[src/rtl/irq_pkg.sv]
// Shared definitions for the interrupt controller.
//   DEF_NUM_SRC      default number of interrupt sources
//   DEF_COOLDOWN_CYC default quiet cycles after a handler returns
//   irq_state_t      dispatch state machine encoding
package irq_pkg;

    localparam int unsigned DEF_NUM_SRC      = 4;
    localparam int unsigned DEF_COOLDOWN_CYC = 3;

    typedef enum logic [2:0] {
        StIdle,
        StWaitSafe,
        StFire,
        StHandler,
        StCooldown
    } irq_state_t;

endpackage

[src/rtl/irq_prio_enc.sv]
// Fixed-priority encoder: the lowest set bit of eligible wins.
//   eligible  in   N  candidate requests
//   winner    out  W  index of lowest set bit (0 when none)
//   any       out  1  at least one candidate present
module irq_prio_enc #(
    parameter int unsigned N = 4,
    parameter int unsigned W = 2
) (
    input  logic [N-1:0] eligible,
    output logic [W-1:0] winner,
    output logic         any
);

    // Scan high to low so the last hit, the lowest index, is what remains.
    always_comb begin
        winner = '0;
        for (int i = int'(N) - 1; i >= 0; i--) begin
            if (eligible[i]) begin
                winner = W'(i);
            end
        end
    end

    assign any = |eligible;

endmodule

[src/rtl/irq_ctrl.sv]
// Interrupt controller: latches rising edges on level sources, masks them with
// a writable enable register and dispatches the lowest eligible source to fetch
// once the pipeline is safe. Handlers do not nest; after a return a fixed
// number of quiet cycles passes before the next dispatch.
//   clk, rst_n                 clock, synchronous active-low reset
//   irq_src      in  NUM_SRC   raw level requests
//   en_we/en_wdata in          enable mask write
//   stall_mem..halt in         pipeline conditions blocking dispatch
//   rti, rsi     in            handler return pulses
//   interrupt    out           one-cycle dispatch pulse
//   irq_cause    out CAUSE_W   source being serviced
//   irq_active   out           handler running
//   irq_en       out NUM_SRC   enable mask
//   irq_pending  out NUM_SRC   latched requests
module irq_ctrl
    import irq_pkg::*;
#(
    parameter int unsigned NUM_SRC      = DEF_NUM_SRC,
    parameter int unsigned COOLDOWN_CYC = DEF_COOLDOWN_CYC,
    localparam int unsigned CAUSE_W     = (NUM_SRC > 1) ? $clog2(NUM_SRC) : 1,
    localparam int unsigned CNT_W       = (COOLDOWN_CYC > 0) ? $clog2(COOLDOWN_CYC + 1) : 1
) (
    input  logic               clk,
    input  logic               rst_n,
    input  logic [NUM_SRC-1:0] irq_src,
    input  logic               en_we,
    input  logic [NUM_SRC-1:0] en_wdata,
    input  logic               stall_mem,
    input  logic               flush,
    input  logic               branch,
    input  logic               hazard,
    input  logic               halt,
    input  logic               rti,
    input  logic               rsi,
    output logic               interrupt,
    output logic [CAUSE_W-1:0] irq_cause,
    output logic               irq_active,
    output logic [NUM_SRC-1:0] irq_en,
    output logic [NUM_SRC-1:0] irq_pending
);

    irq_state_t         state_q;
    logic [NUM_SRC-1:0] src_q;
    logic [NUM_SRC-1:0] pending_q;
    logic [NUM_SRC-1:0] pending_d;
    logic [NUM_SRC-1:0] en_q;
    logic [CAUSE_W-1:0] cause_q;
    logic [CNT_W-1:0]   cnt_q;
    // Cleared by reset; keeps sources already high at release from
    // looking like fresh edges against the zeroed src_q.
    logic               armed_q;

    logic [NUM_SRC-1:0] set_vec;
    logic [NUM_SRC-1:0] clr_vec;
    logic [NUM_SRC-1:0] eligible;
    logic [CAUSE_W-1:0] winner;
    logic               any;
    logic               safe;
    logic               ret;

    assign safe     = ~stall_mem & ~flush & ~branch & ~hazard & ~halt;
    assign eligible = pending_q & en_q;
    assign set_vec  = armed_q ? (irq_src & ~src_q) : '0;
    assign ret      = (state_q == StHandler) & (rti | rsi);

    always_comb begin
        clr_vec = '0;
        if (ret) begin
            clr_vec[cause_q] = 1'b1;
        end
    end

    // A new edge on the bit being retired keeps it pending.
    assign pending_d = (pending_q & ~clr_vec) | set_vec;

    irq_prio_enc #(
        .N (NUM_SRC),
        .W (CAUSE_W)
    ) u_prio_enc (
        .eligible (eligible),
        .winner   (winner),
        .any      (any)
    );

    always_ff @(posedge clk) begin
        if (!rst_n) begin
            state_q   <= StIdle;
            src_q     <= '0;
            pending_q <= '0;
            en_q      <= '0;
            cause_q   <= '0;
            cnt_q     <= '0;
            armed_q   <= 1'b0;
        end else begin
            src_q     <= irq_src;
            armed_q   <= 1'b1;
            pending_q <= pending_d;
            if (en_we) begin
                en_q <= en_wdata;
            end

            case (state_q)
                StIdle: begin
                    if (any) begin
                        if (safe) begin
                            state_q <= StFire;
                            cause_q <= winner;
                        end else begin
                            state_q <= StWaitSafe;
                        end
                    end
                end
                StWaitSafe: begin
                    if (!any) begin
                        state_q <= StIdle;
                    end else if (safe) begin
                        state_q <= StFire;
                        cause_q <= winner;
                    end
                end
                StFire: begin
                    state_q <= StHandler;
                end
                StHandler: begin
                    if (rti | rsi) begin
                        cnt_q   <= CNT_W'(COOLDOWN_CYC);
                        state_q <= StCooldown;
                    end
                end
                StCooldown: begin
                    // Leave on the edge where the counter reaches zero, so the
                    // quiet period is exactly COOLDOWN_CYC cycles long.
                    if (cnt_q != '0) begin
                        cnt_q <= cnt_q - CNT_W'(1);
                    end
                    if (cnt_q <= CNT_W'(1)) begin
                        state_q <= StIdle;
                    end
                end
                default: begin
                    state_q <= StIdle;
                end
            endcase
        end
    end

    assign interrupt   = (state_q == StFire);
    assign irq_active  = (state_q == StHandler);
    assign irq_cause   = cause_q;
    assign irq_en      = en_q;
    assign irq_pending = pending_q;

endmodule

[config.mk]
export PLATFORM = sky130hd
export DESIGN_NAME = irq_ctrl
export DESIGN_NICKNAME = d
export VERILOG_FILES = /design/src/rtl/irq_pkg.sv /design/src/rtl/irq_prio_enc.sv /design/src/rtl/irq_ctrl.sv
export SDC_FILE = /design/constraint.sdc
export NUM_CORES = 1
export LEC_CHECK = 0
export ABC_AREA = 1
export CORE_MARGIN = 3
export CORE_UTILIZATION = 47
export DETAILED_ROUTE_END_ITERATION = 8
export PLACE_DENSITY = 0.83
export SYNTH_ARGS = -nofsm -noshare
export SYNTH_HDL_FRONTEND = slang
export SYNTH_SLANG_ARGS = --single-unit
[constraint.sdc]
create_clock -name clk -period 1.81 [get_ports clk]
set_input_delay 0.362 -clock clk [delete_from_list [all_inputs] [get_ports clk]]
set_output_delay 0.362 -clock clk [all_outputs]
set_load 0.02 [all_outputs]
* Word-level counts from Yosys, hierarchy flattened
Index checks and enable logic that the tools add are counted.
** Storage, ports and cells
- Register bits after elaboration :: 20
- Input bits :: 18
- Output and inout port bits :: 12
- Word-level logic and storage cells :: 65
** Cells by class
- Add/subtract/negate cells :: 1
- $lt $le $gt $ge :: 3
- Equality and inequality tests :: 9
- Muxes and demuxes :: 19
- Bitwise logic cells :: 17
- Reduce and logical (&&, ||, !) cells :: 9
** Operators by type and width (count)
- $mux W3 :: 5
- $pmux W3 S5 :: 1
- $mux W2 :: 7
- $and A4 B4 Y4 :: 3
- $mux W4 :: 2
- $not A4 Y4 :: 2
- $eq A3 B2 Y1 const B :: 2
- $ne A2 B2 Y1 const B :: 3
- $reduce_and A3 Y1 :: 2
- $and A1 B1 Y1 :: 5
- $not A1 Y1 :: 5
- $or A4 B4 Y4 :: 1
- $pmux W2 S2 :: 1
- $reduce_and A4 Y1 :: 1
- $reduce_bool A2 Y1 :: 2
- $reduce_or A4 Y1 :: 1
- $eq A3 B1 Y1 const B :: 1
- $eq A3 B3 Y1 const B :: 1
- $logic_not A3 Y1 :: 1
- $lt A2 B3 Y1 const B :: 1
- $ne A3 B3 Y1 const B :: 1
- $demux W1 S2 :: 1
- $ge A2 B1 Y1 const B :: 1
- $le A2 B1 Y1 const B :: 1
- other kinds (6) :: 7

* Logic depth before layout (Yosys ltp)
Gate-level depths: netlist (run 1).
- Depth in word-level cells :: 8
- Mapped depth :: 9

* By module
Synthesis (run 1) repeated with hierarchy kept, for this count alone.
** Second synthesis, totals
- Cells, all modules :: 141
- Area total of the unflattened synthesis :: 962.2 µm²
** By module, submodules not included
- irq_ctrl :: instances 1, cells an instance 132, area each 915.9 µm², seq. area each 400.4 µm²
- irq_prio_enc :: instances 1, cells an instance 9, area each 46.3 µm², seq. area each 0.0 µm²

* Worst setup path before layout (run 1)
OpenSTA, ideal clock, no wires.
- Path type :: reg-to-reg
- Start :: register state_q[0]
- End :: register pending_q[0] (netlist: irq_pending[0])
- Library setup time :: 0.125 ns
- Arrival :: 1.113 ns
- Required time :: 1.685 ns
- Slack :: 0.571 ns
- Stages on the path, launching flop included :: 6
- Buffers on the path :: 0
- Clock period less this slack :: 1.239 ns
- Cell sequence :: dfxtp_1 nand2_1 nor2_2 nand2_2 o31ai_1 a21oi_1
** On the way
- Word-level cells in the longest chain between the ends :: 6
** Ends and longest elaborated chain
- start, declared :: RTL line irq_ctrl.sv:42 : irq_state_t state_q;
- start signal, assigned :: RTL line irq_ctrl.sv:87 : state_q <= StIdle;
- start signal, assigned :: RTL line irq_ctrl.sv:106 : state_q <= StFire;
- start signal, assigned :: RTL line irq_ctrl.sv:109 : state_q <= StWaitSafe;
- $eq A3 B2 Y1
- net irq_active :: RTL line irq_ctrl.sv:37 : output logic irq_active,
- $and A1 B1 Y1 :: RTL line irq_ctrl.sv:64 : assign ret = (state_q == StHandler) & (rti | rsi);
- $mux W4 :: RTL line irq_ctrl.sv:68 : if (ret) begin
- $not A4 Y4 :: RTL line irq_ctrl.sv:74 : assign pending_d = (pending_q & ~clr_vec) | set_vec;
- $and A4 B4 Y4 :: RTL line irq_ctrl.sv:74
- $or A4 B4 Y4 :: RTL line irq_ctrl.sv:74
- end signal, assigned :: RTL line irq_ctrl.sv:97 : pending_q <= pending_d;
- end, declared :: RTL line irq_ctrl.sv:44 : logic [NUM_SRC-1:0] pending_q;
The timed path passes the listed nets, and every way through them passes these cells.
A chain may end at the register's enable or synchronous reset.

* Final worst setup path (run 1)
- Start :: register cause_q[0] (netlist: irq_cause[0])
- End :: output irq_cause[0]
** RTL lines
- start, declared :: RTL line irq_ctrl.sv:47 : logic [CAUSE_W-1:0] cause_q;
- start signal, assigned :: RTL line irq_ctrl.sv:107 : cause_q <= winner;
- start signal, assigned :: RTL line irq_ctrl.sv:118 : cause_q <= winner;
- end, declared :: RTL line irq_ctrl.sv:36 : output logic [CAUSE_W-1:0] irq_cause,
No word-level cell between the ends.

==> results of run 1 <==
power by group through the flow:
| stage | registers [mW] | clock network [mW] | logic (mW) |
|---|---|---|---|
| floorplan | 0.507 | 0 | 0.0827 |
| global placement | 0.495 | 0 | 0.174 |
| detailed placement | 0.496 | 0 | 0.179 |
| CTS | 0.486 | 0.210 | 0.179 |
| global route | 0.490 | 0.231 | 0.202 |
| finish | 0.486 | 0.209 | 0.178 |
stage by stage:
| step | setup slack, ns | hold WS (ns) | cells | instance area, sq um | util, % |
|---|---|---|---|---|---|
| detailed placement | 0.0512 | 0.487 | 179 | 1220 | 69.4 |
| finish | 0.0826 | 0.502 | 182 | 1240 | 70.5 |
| global placement | 0.182 | 0.478 | 179 | 1220 | 69.4 |
| global route | 0.0303 | 0.532 | 182 | 1240 | 70.5 |
| floorplan | 0.571 | 0.390 | 125 | 902 | - |
| CTS | 0.0684 | 0.501 | 182 | 1240 | 70.5 |
cell type report:
type	count	area share, %
Tap cell	25	2.52
Multi-Input combinational cell	84	33.7
Clock buffer	3	1.81
Inverter	20	6.04
Sequential cell	20	32.2
Timing Repair Buffer	30	23.7
layer usage:
metal  GRT usage [%]  share of wire [%]  vias to the layer above
li1                -                  -                      471
met1            23.1                 44                      387
met2            33.3                 51                       21
met3            4.53                4.5                        2
met4            6.91               0.81                        0
met5               0                  0                        -
state kept, by name (all words and copies together), names as in the netlist:
register	cells
armed_q	1
cnt_q	2
irq_cause	2
irq_en	4
irq_pending	4
src_q	4
state_q	3
Yosys cell counts, drive strengths merged:
cell type	count
nand2	25
dfxtp	20
inv	20
nor2	19
a21oi	9
nand3	8
o21ai	7
nand3b	5
o31ai	4
a31oi	2
ha	2
nor3	2
buf	1
nand4	1
path summary, 6_finish.rpt:
path / slack, ns / from / depth (start not counted) / endpoint
worst max-delay path: 0.08 / irq_cause[0]$_SDFFE_PN0P_ / 1 / irq_cause[0]
worst min-delay path: 0.50 / irq_pending[2]$_SDFF_PN0_ / 2 / irq_pending[2]$_SDFF_PN0_
worst min register to register: 0.50 / irq_pending[2]$_SDFF_PN0_ / 2 / irq_pending[2]$_SDFF_PN0_
worst max register to register: 0.59 / state_q[0]$_SDFFE_PN0P_ / 5 / irq_pending[3]$_SDFF_PN0_
cell families (layout without fill, tap and decap cells):
family          count (synthesis)  after routing  share of synthesized area [%]
buf+inv                        21             53                           9.15
simple gates                   60             60                           30.1
fa+ha+maj                       2              2                           2.77
flops                          20             20                           44.4
compound gates                 22             22                           13.6
==> impl_metrics.ini, run 1 <==
[clock_tree]
clockBufferDepth = 2
clkTransAtPathRegs_ns = 0.11
cts_tree = done
cts_sinks = 20
h-tree-depth = 1
cts_hold_buf = 0
cts_buffers = 3
clk-insertion-delay-late_ns = 0.29
cts_post_setup_buffers_inserted = 0
clockRootBuffer = clkbuf_4
postCtsResizedCells = 2

[route]
ant_nets = 0
wl_mm = 2.09
drt-initial-drc-count = 11
wl_per_cell_microns = 11.5
drc = 0
vias_per_cell = 4.84
drt_pre_antenna_iters = 4
num_vias = 881

[synthesis]
synth.area.top_cells = dfxtp_1 44%, nand2_1 10%, inv_1 8.3%
synth_area_per_cell_sq_um = 7.22
synth_top_area_cell = dfxtp_1
synth_top_cell_area_share_pct = 44.4
synth.yosys.warnings = 0
syn_nets = 145
seq_area_frac_synth_pct = 44.4
synth_seq_cells = 20
ys_types = 17
syn_area_sq_um = 902
netlist_instances = 125

[finish]
fillerInstances = 156
mostFrequentLayoutCells = 27 x clkdlybuf4s50_1, 24 x nand2_1, 20 x inv_1, 20 x dfxtp_1, 17 x nor2_1
layout.nets = 179
diodes = 0
seqCellArea_sq_um = 400
drive_gt1_share_pct = 5.10
synthToLayoutAreaGrowth_pct = 37.9
layout_commonest_cell = clkdlybuf4s50_1
multi_input_comb_area_sq_um = 419

[timing]
fmax_mhz = 579
period_share_pct = 95.4
setup-tns-final_ns = 0
period_needed_ns = 1.73
drv_slew = 0
fin_skew_ns = 0.00589
worst_slew_pin_slew_ns = 0.346
grt_setup_unrepaired = false
hold_viol = 0
setup_violations = 0
slew_headroom_pct = 76.7

[pwr]
p_comb_share_pct = 20.4
seq_power_share_pct = 55.7
p_int_mw = 0.631
clockPowerShare_pct = 23.9
max-vdd-ir-drop_mv = 0.732
p_sw_share_pct = 27.7
netSwitchingPower_mw = 0.242
p_total_mw = 0.873
p_leak_nw = 0.534
p_per_area_nw_per_um2 = 702

[min_path]
hp-class = reg -> reg

[floorplanning]
start_util_pct = 51.1
die_w_microns = 49.8
dieArea_sq_um = 2480
rows = 15
io_pins = 30
fp.coreArea_sq_um = 1760
die_h_microns = 49.8

[setup_path]
crit_fanout = 5
max_stage_delay_ns = 0.64
cp_num_buf_inv = 1
cpMaxStageDelayCell = clkdlybuf4s50_1
path_cells = clkdlybuf4s50_1
path_class = reg -> out
critPathArrivalTime_ns = 1.37
end_kind = output pin
crit_family = buffers and inverters
cp-start-kind = flop
worstPathRequired_ns = 1.45

[grt]
grt_pass1_vias = 857
grt_pass1_wl_mm = 3.65
grt_max_degree = 11
antenna_found_initial = 0
grt_overflow_total = 0
grt_usage_pct = 19.3

[outcome]
status = finished, final reports clean

[run]
drv_cap = 0

[placement]
portBuffers = 29
place.gp.congestion = 0.788
hpwl_mm = 1.69
(Power assumes the default switching activity.)
==> run 2, diff against run 1 <==
--- a/config.mk
+++ b/config.mk
@@ -13,3 +13,4 @@
 export SYNTH_ARGS = -nofsm -noshare
 export SYNTH_HDL_FRONTEND = slang
 export SYNTH_SLANG_ARGS = --single-unit
+export TNS_END_PERCENT = 50
==> results of run 2 <==
Final layout, timing and power as in run 1 (identical DEF).
==> run 3, diff against run 2 <==
--- a/config.mk
+++ b/config.mk
@@ -13,4 +13,4 @@
 export SYNTH_ARGS = -nofsm -noshare
 export SYNTH_HDL_FRONTEND = slang
 export SYNTH_SLANG_ARGS = --single-unit
-export TNS_END_PERCENT = 50
+export TNS_END_PERCENT = 30
==> results of run 3 <==
Final layout, timing and power as in run 1 (identical DEF).
==> variant: new RTL, flow settings as in run 1 <==
Register the input `irq_src` before use, cleared by the reset. The logic sees it one clock later. The other inputs are not delayed to match.
--- a/src/rtl/irq_ctrl.sv
+++ b/src/rtl/irq_ctrl.sv
@@ -39,6 +39,16 @@
     output logic [NUM_SRC-1:0] irq_pending
 );
 
+    logic [NUM_SRC-1:0] irq_src_q;
+
+    always_ff @(posedge clk) begin
+        if (!rst_n) begin
+            irq_src_q <= '0;
+        end else begin
+            irq_src_q <= irq_src;
+        end
+    end
+
     irq_state_t         state_q;
     logic [NUM_SRC-1:0] src_q;
     logic [NUM_SRC-1:0] pending_q;
@@ -60,7 +70,7 @@
 
     assign safe     = ~stall_mem & ~flush & ~branch & ~hazard & ~halt;
     assign eligible = pending_q & en_q;
-    assign set_vec  = armed_q ? (irq_src & ~src_q) : '0;
+    assign set_vec  = armed_q ? (irq_src_q & ~src_q) : '0;
     assign ret      = (state_q == StHandler) & (rti | rsi);
 
     always_comb begin
@@ -92,7 +102,7 @@
             cnt_q     <= '0;
             armed_q   <= 1'b0;
         end else begin
-            src_q     <= irq_src;
+            src_q     <= irq_src_q;
             armed_q   <= 1'b1;
             pending_q <= pending_d;
             if (en_we) begin
Behaviour: not the same (a bounded check fails within 4 cycles, from zero or initial values and one cycle with rst_n low).
==> variant against run 1 <==
Via count rose by 15%; wire length up 10%; fmax about the same; setup slack lost 0.00071 ns; count of clock-buffer cells in the layout stayed put; non-clock buffer count unchanged; area after synthesis rose by 17%; sequential cell count rose by 4; first-iteration DRC count rose by 150%; final area increased by 15%; synthesized cell count up 19%; highest routed layer unchanged.
Power is not compared: it rests on default switching activity, and its combinational part moved more than twofold at a synthesized area within 25%.
==> variant: results (changes against run 1) <==
stage;metric;value;unit;change
global_routing;vias in the first global route;963;;+12%
global_routing;met3 Use GR;5.92;%;+1.4 points
timing;Slew @ Worst Pin;0.402;ns;+0.0559 ns
power;total power;1.41;mW;
synth;count of cell types in the netlist;18;;+1
global_routing;GRT Total Usage;19.1;%;-0.24 points
cts;Max clock buf depth;2;;unchanged
timing;Worst Skew;0.00125;ns;-0.00464 ns
cts;H-tree depth;1;;unchanged
cts;Clock Latency Late Sink;0.31;ns;+0.02 ns
global_routing;met1 GRT Util;21.1;%;-2.1 points
routing;via count;1009;;+15%
global_routing;met2 GRT Util;35.1;%;+1.8 points
place;gpl congestion;0.798;;+1.3%
global_routing;first-pass GRT wire length;3920;um;+7.4%
synth;sequential share of the synthesized area;45.4;%;+1.0 points
place;setup slack at placement;0.181;ns;+0.130 ns
synth;Area contributors post-synth;dfxtp_1 (45%), nand2_1 (12%), inv_1 (9.2%), nor2_1 (7.1%), o21ai_0 (6.1%);;
routing;initial DRC count;27;;+16
cts;clock-pin slew on the worst setup and hold paths;0.13;ns;+0.02 ns
hold_path;HP Start;irq_src_q[1]$_SDFF_PN0_;;
finish;fraction of layout cells with a size suffix above 1;7.69;%;+2.6 points
place;HPWL after detailed placement;1850;um;+9.5%
place;Post-Place Cell Area;1380;um^2;+12%
routing;Avg WL per Cell;11.0;um;-3.9%
finish;Final #Nets;203;;+13%
run_status;outcome;finished clean;;
critical_path;CP Max Fanout;5;;unchanged
synth;syn_area_per_cell;7.10;um^2;-1.6%
routing;vias per cell;4.83;;-0.27%
synth;most common library cells after synthesis;nand2_1 (33), inv_1 (26), dfxtp_1 (24), nor2_1 (20), o21ai_0 (13);;
-- variant: cell types whose count changed after synthesis, sizes merged, moves of 2 or more --
| cell | before | now |
|---|---|---|
| inv | 20 | 29 |
| nand2 | 25 | 34 |
| o21ai | 7 | 14 |
| dfxtp | 20 | 24 |
| o31ai | 4 | 0 |
| nor2 | 19 | 22 |
| a21oi | 9 | 7 |
| a31oi | 2 | 0 |
-- variant: cell type report --
cell class | instances | area, um^2
Inverter | 29 | 109
Clock inverter | 1 | 30.0
Sequential cell | 24 | 480
Clock buffer | 3 | 22.5
Tap cell | 27 | 33.8
Multi-Input combinational cell | 95 | 455
Timing Repair Buffer | 30 | 298
Fill cell | 187 | 613
-- variant: timing repair --
action                     CTS  global route
pin swaps                    0             0
gates resized for setup      2             1
setup endpoints to repair    2             1
-- variant: cells by family (layout without fill, tap and decap cells) --
kind of cell / after synthesis / count (layout) / synth area share (%)
compound gates: 22 / 22 / 11.0
buf+inv: 30 / 63 / 11.6
fa+ha+maj: 2 / 2 / 2.36
flops: 24 / 24 / 45.4
simple gates: 71 / 71 / 29.7
-- variant: worst reg2reg max path: cells and delay by family, from the launching register on --
kind          cells  cell delay (ns)
fa+ha+maj         1             0.17
buf+inv           2             0.11
flops             1             0.37
simple gates      7             0.51
-- variant: worst paths after layout --
path	to	slack [ns]	cells past startpoint
worst max-delay path	irq_cause[0]	0.08	1
worst min-delay path	src_q[1]$_SDFF_PN0_	0.44	2
worst max register to register	state_q[0]$_SDFFE_PN0P_	0.58	10
worst min register to register	src_q[1]$_SDFF_PN0_	0.44	2
-- variant: per-layer routing --
metal  vias up  wire length [um]
met2        28              1220
met4         0                14
met1       450               938
met3         2               132
met5         -                 0
li1        529                 -
